**src/rtl/mem_arb_pkg.sv**
```systemverilog
// Shared types and constants for the unified-memory arbiter.
package mem_arb_pkg;

  typedef enum logic [1:0] {
    IDLE,
    BUSY,
    RESP
  } state_e;

  typedef enum logic {
    OWN_IF,
    OWN_DM
  } owner_e;

  localparam logic [31:0] ERR_DATA    = 32'hDEAD_BEEF;
  localparam int unsigned TIMEOUT_DEF = 255;

endpackage

```
**src/rtl/mem_arb_timer.sv**
```systemverilog
// Watchdog wait counter; expired_c is high during the TIMEOUT-th enabled cycle.
module mem_arb_timer
  import mem_arb_pkg::*;
#(
  parameter int unsigned TIMEOUT = TIMEOUT_DEF
) (
  input  logic clk,
  input  logic reset,
  input  logic clr,
  input  logic en,
  output logic expired_c
);

  localparam int unsigned CNT_W = $clog2(TIMEOUT + 1);

  logic [CNT_W-1:0] cnt;

  assign expired_c = (cnt == CNT_W'(TIMEOUT - 1));

  // Saturates at the expiry value so a stuck enable never wraps.
  always_ff @(posedge clk or negedge reset) begin
    if (!reset) begin
      cnt <= '0;
    end else if (clr) begin
      cnt <= '0;
    end else if (en && !expired_c) begin
      cnt <= cnt + CNT_W'(1);
    end
  end

endmodule

```
**src/rtl/mem_arbiter.sv**
```systemverilog
// Fetch/data arbiter for a single-ported unified memory with a hung-memory watchdog.
// Define MEM_ARB_RR_EN for round-robin arbitration; otherwise data has fixed priority.
module mem_arbiter
  import mem_arb_pkg::*;
#(
  parameter int unsigned ADDR_W  = 32,
  parameter int unsigned DATA_W  = 32,
  parameter int unsigned TIMEOUT = TIMEOUT_DEF
) (
  input  logic                clk,
  input  logic                reset,
  input  logic                if_req,
  input  logic [ADDR_W-1:0]   if_addr,
  output logic                if_ack,
  output logic [DATA_W-1:0]   if_rdata,
  input  logic                dm_req,
  input  logic                dm_we,
  input  logic [DATA_W/8-1:0] dm_be,
  input  logic [ADDR_W-1:0]   dm_addr,
  input  logic [DATA_W-1:0]   dm_wdata,
  output logic                dm_ack,
  output logic [DATA_W-1:0]   dm_rdata,
  output logic                mem_req,
  output logic                mem_we,
  output logic [DATA_W/8-1:0] mem_be,
  output logic [ADDR_W-1:0]   mem_addr,
  output logic [DATA_W-1:0]   mem_wdata,
  input  logic                mem_ack,
  input  logic [DATA_W-1:0]   mem_rdata,
  output logic                err,
  output logic [ADDR_W-1:0]   err_addr
);

  state_e            state;
  owner_e            owner;
  owner_e            grant_c;
  logic              any_req_c;
  logic              tmr_clr_c;
  logic              tmr_en_c;
  logic              tmr_expired_c;
  logic [DATA_W-1:0] rsp_data_c;

  assign any_req_c = if_req | dm_req;
  assign tmr_en_c  = (state == BUSY);
  assign tmr_clr_c = (state != BUSY);

  mem_arb_timer #(
    .TIMEOUT (TIMEOUT)
  ) u_timer (
    .clk       (clk),
    .reset     (reset),
    .clr       (tmr_clr_c),
    .en        (tmr_en_c),
    .expired_c (tmr_expired_c)
  );

`ifdef MEM_ARB_RR_EN
  owner_e last_owner;

  // On contention the port that did not win last time gets the memory.
  always_comb begin
    grant_c = OWN_IF;
    if (if_req && dm_req) begin
      grant_c = (last_owner == OWN_DM) ? OWN_IF : OWN_DM;
    end else if (dm_req) begin
      grant_c = OWN_DM;
    end
  end

  always_ff @(posedge clk or negedge reset) begin
    if (!reset) begin
      last_owner <= OWN_DM;
    end else if (state == IDLE && any_req_c) begin
      last_owner <= grant_c;
    end
  end
`else
  always_comb begin
    grant_c = dm_req ? OWN_DM : OWN_IF;
  end
`endif

  // Stores return zero; a watchdog abort returns the poison word.
  always_comb begin
    rsp_data_c = DATA_W'(ERR_DATA);
    if (mem_ack) begin
      rsp_data_c = mem_we ? '0 : mem_rdata;
    end
  end

  always_ff @(posedge clk or negedge reset) begin
    if (!reset) begin
      state     <= IDLE;
      owner     <= OWN_IF;
      if_ack    <= 1'b0;
      if_rdata  <= '0;
      dm_ack    <= 1'b0;
      dm_rdata  <= '0;
      mem_req   <= 1'b0;
      mem_we    <= 1'b0;
      mem_be    <= '0;
      mem_addr  <= '0;
      mem_wdata <= '0;
      err       <= 1'b0;
      err_addr  <= '0;
    end else begin
      if_ack <= 1'b0;
      dm_ack <= 1'b0;
      case (state)
        IDLE: begin
          if (any_req_c) begin
            owner   <= grant_c;
            mem_req <= 1'b1;
            state   <= BUSY;
            if (grant_c == OWN_DM) begin
              mem_we    <= dm_we;
              mem_be    <= dm_be;
              mem_addr  <= dm_addr;
              mem_wdata <= dm_wdata;
            end else begin
              mem_we    <= 1'b0;
              mem_be    <= '1;
              mem_addr  <= if_addr;
              mem_wdata <= '0;
            end
          end
        end
        BUSY: begin
          // A mem_ack in the expiry cycle still counts as a normal completion.
          if (mem_ack || tmr_expired_c) begin
            mem_req <= 1'b0;
            state   <= RESP;
            if (owner == OWN_DM) begin
              dm_ack   <= 1'b1;
              dm_rdata <= rsp_data_c;
            end else begin
              if_ack   <= 1'b1;
              if_rdata <= rsp_data_c;
            end
            if (!mem_ack) begin
              err <= 1'b1;
              if (!err) begin
                err_addr <= mem_addr;
              end
            end
          end
        end
        RESP: begin
          state <= IDLE;
        end
        default: begin
          state <= IDLE;
        end
      endcase
    end
  end

endmodule

```
**config.mk**
```make
export PLATFORM = sky130hd
export DESIGN_NAME = mem_arbiter
export DESIGN_NICKNAME = d
export VERILOG_FILES = /design/src/rtl/mem_arb_pkg.sv /design/src/rtl/mem_arb_timer.sv /design/src/rtl/mem_arbiter.sv
export SDC_FILE = /design/constraint.sdc
export NUM_CORES = 1
export LEC_CHECK = 0
export CAP_MARGIN = 10
export CORE_UTILIZATION = 25
export DETAILED_ROUTE_END_ITERATION = 10
export GPL_ROUTABILITY_DRIVEN = 0
export GPL_TIMING_DRIVEN = 0
export PLACE_DENSITY = 0.58
export SLEW_MARGIN = 20
export SYNTH_ARGS = -nofsm -noshare
export SYNTH_HDL_FRONTEND = slang
export SYNTH_HIERARCHICAL = 1
export SYNTH_SLANG_ARGS = --single-unit
```
**constraint.sdc**
```tcl
create_clock -name clk -period 3.2 [get_ports clk]
set_clock_uncertainty 0.1 [all_clocks]
set_input_delay 0.96 -clock clk [delete_from_list [all_inputs] [get_ports clk]]
set_output_delay 0.96 -clock clk [all_outputs]
set_load 0.005 [all_outputs]
```
==> impl_metrics.ini <==
[routing]
drt_iter0_drc = 183
wirelength_um = 22100
routedWlPerCell_um = 17.5
antenna_left = 0
dr.pass1.iters = 4
vias = 5448
drc = 0
viasPerCell = 4.33

[grt]
grtUsageMet3_pct = 3.60
grt_pass1_vias = 5853
antenna_found_initial = 0
track_usage_pct = 14.6
grt-ovfl-total = 0
busiest_layer = met2
grt_max_degree = 79
grt_pass1_wl_um = 34600
met1_usage_pct = 18.3
grt_use_met2_pct = 24.9

[setup_path]
worstPathCellList = clkdlybuf4s50_1
cp-start-kind = register
crit_path_top_delay_cell = clkdlybuf4s50_1
slowest_delay_ns = 0.61
end_kind = output pin
critPathTopFamily = buffers and inverters
critPathRequiredTime_ns = 2.14
crit_type = reg2out
arrival_ns = 1.52
worst-path-max-fanout = 9
rrSetupSlack_ns = 0.76
cp.buffers_inverters = 1

[sta]
fmax_mhz = 388
min_period_ns = 2.58
fin_setup_tns_ns = 0
tightest_slew_ns = 0.692
timing.final.max_slew_violations = 0
finalHoldViolCount = 0
max_slew_margin_pct = 53.6
fin_ws_ns = 0.621
period_share_pct = 80.6
rsz0062_at_grt = false
setup_viol = 0

[logic_synthesis]
yosysUniqueCellTypes = 42
synth_cells = 530
ys_warn_count = 6
synth-main-ff-cell = dfrtp_1
synth-edff-count = 0
synth_top_area_share_pct = 59.4
yosysTopAreaCell = dfrtp_1
synth.area.top_cells = dfrtp_1 59%, mux2_2 23%, a22o_1 3.8%
syn_area_per_cell_um2 = 14.3
synth_area_mm2 = 0.00758
async_flop_share_pct = 100
ys_ff_latch = 180
synth_fp_nets = 670
yosysSeqAreaShare_pct = 59.4

[cells_and_area]
multiInputGateArea_mm2 = 0.00276
nFillCells = 2852
diodes = 0
area_growth_syn_to_layout_pct = 54.9
seqCellArea_mm2 = 0.00450
fin_nets = 996
drive_gt1_share_pct = 26.2

[floorplan]
die_w_um = 176
ios = 307
fp-row-count = 63
start_util_pct = 25.5
core_mm2 = 0.0297
die_y_um = 176
dieArea_mm2 = 0.0310

[clock_tree]
cts_sinks = 180
clk_latency_ns = 0.42
clk_pin_slew_ns = 0.08
post_cts_hold_buffer_count = 0
clock_path_buffers = 2
cts_tree = done
post_cts_buffers = 0
numCtsBuffers = 17
root_buffer = clkbuf_16
cts_resized = 0
htree_levels = 4

[run]
drv_cap = 0

[pwr]
powerDensity_mw_per_mm2 = 806
power.total_uw = 9460
ir_drop_mv = 0.303
power_leakage_uw = 0.00498

[placed_design]
post-place-ws_ns = 0.155
portBuffers = 305
post-dp-hpwl_um = 16500

[min_path]
hold_class = in2async

[outcome]
status = finished clean
power by group:
part / internal, uW / switching [uW] / leakage (uW)
sequential: 3120 / 521 / 0.00222
combinational: 2440 / 1340 / 0.00249
clock: 1050 / 990 / 0.000266
flip-flops by register name (all words and copies together), names as in the netlist, 2 cells and up:
| name | cells |
|---|---|
| dm_rdata | 32 |
| mem_addr | 32 |
| state | 2 |
| mem_wdata | 32 |
| err_addr | 32 |
| u_timer/cnt | 8 |
| mem_be | 4 |
| if_rdata | 32 |
cells in the mapped netlist, drive strengths merged (2+ instances only):
cell / number
dfrtp: 180
mux2: 164
a22o: 33
inv: 28
o21ai: 28
buf: 25
nor2: 10
and2: 9
clkbuf: 8
nor2b: 5
a21oi: 4
nand2: 4
o22a: 4
and3: 3
nand3: 3
nand4: 3
a211oi: 2
a31oi: 2
ha: 2
layout make-up:
type,count,share of cell area [%]
Sequential cell,180,38.4
Multi-Input combinational cell,289,23.5
Buffer,33,1.84
Tap cell,390,4.16
Timing Repair Buffer,307,26.5
Inverter,28,0.895
Clock inverter,12,0.948
Clock buffer,20,3.80
cell usage in the layout (no fill, tap or decap), types with 5 or more instances in the layout:
master | netlist | routed
clkdlybuf4s50_1 | 0 | 304
dfrtp_1 | 180 | 180
mux2_2 | 153 | 153
a22o_1 | 33 | 33
inv_1 | 27 | 27
o21ai_0 | 26 | 26
clkbuf_16 | 0 | 17
buf_2 | 11 | 11
nor2_1 | 10 | 10
clkbuf_1 | 8 | 10
and2_1 | 9 | 9
buf_6 | 8 | 8
mux2_4 | 8 | 8
buf_4 | 5 | 5
nor2b_1 | 5 | 5
routing by layer:
| metal | wire length, um | share of wire [%] |
|---|---|---|
| met1 | 9410 | 43 |
| met2 | 11200 | 51 |
| met3 | 1030 | 4.6 |
| met4 | 373 | 1.7 |
| met5 | 0 | 0 |
kinds of logic after synthesis:
| family | after synthesis | synth area share [%] |
|---|---|---|
| adders and majority gates | 2 | 0.330 |
| AOI/OAI and AO/OA | 79 | 7.49 |
| DFF | 180 | 59.4 |
| and+or+nand+nor | 44 | 3.78 |
| buffers and inverters | 61 | 4.24 |
| muxes | 164 | 24.8 |
worst paths after layout:
kind                                start       endpoint  depth (start not counted)
min in group clk                mem_be[2]      mem_be[2]                          1
setup / recovery                   mem_we         mem_we                          1
setup reg to reg           u_timer/cnt[0]   err_addr[11]                          7
max in group asynchronous           reset  mem_wdata[18]                          3
hold reg to reg                 mem_be[2]      mem_be[2]                          1
hold / removal                      reset    if_rdata[9]                          1
through the flow:
step                      utilization (%)  hold slack, ns  cells  instance area [um^2]
after floorplan                         -           0.383    530                  7580
after global routing                 39.5           0.248   1259                 11700
after detailed placement             37.6           0.379   1227                 11200
after global placement               37.4           0.372   1225                 11100
final                                39.5           0.261   1259                 11700
after CTS                            39.5           0.255   1259                 11700
(Power assumes the default switching activity.)
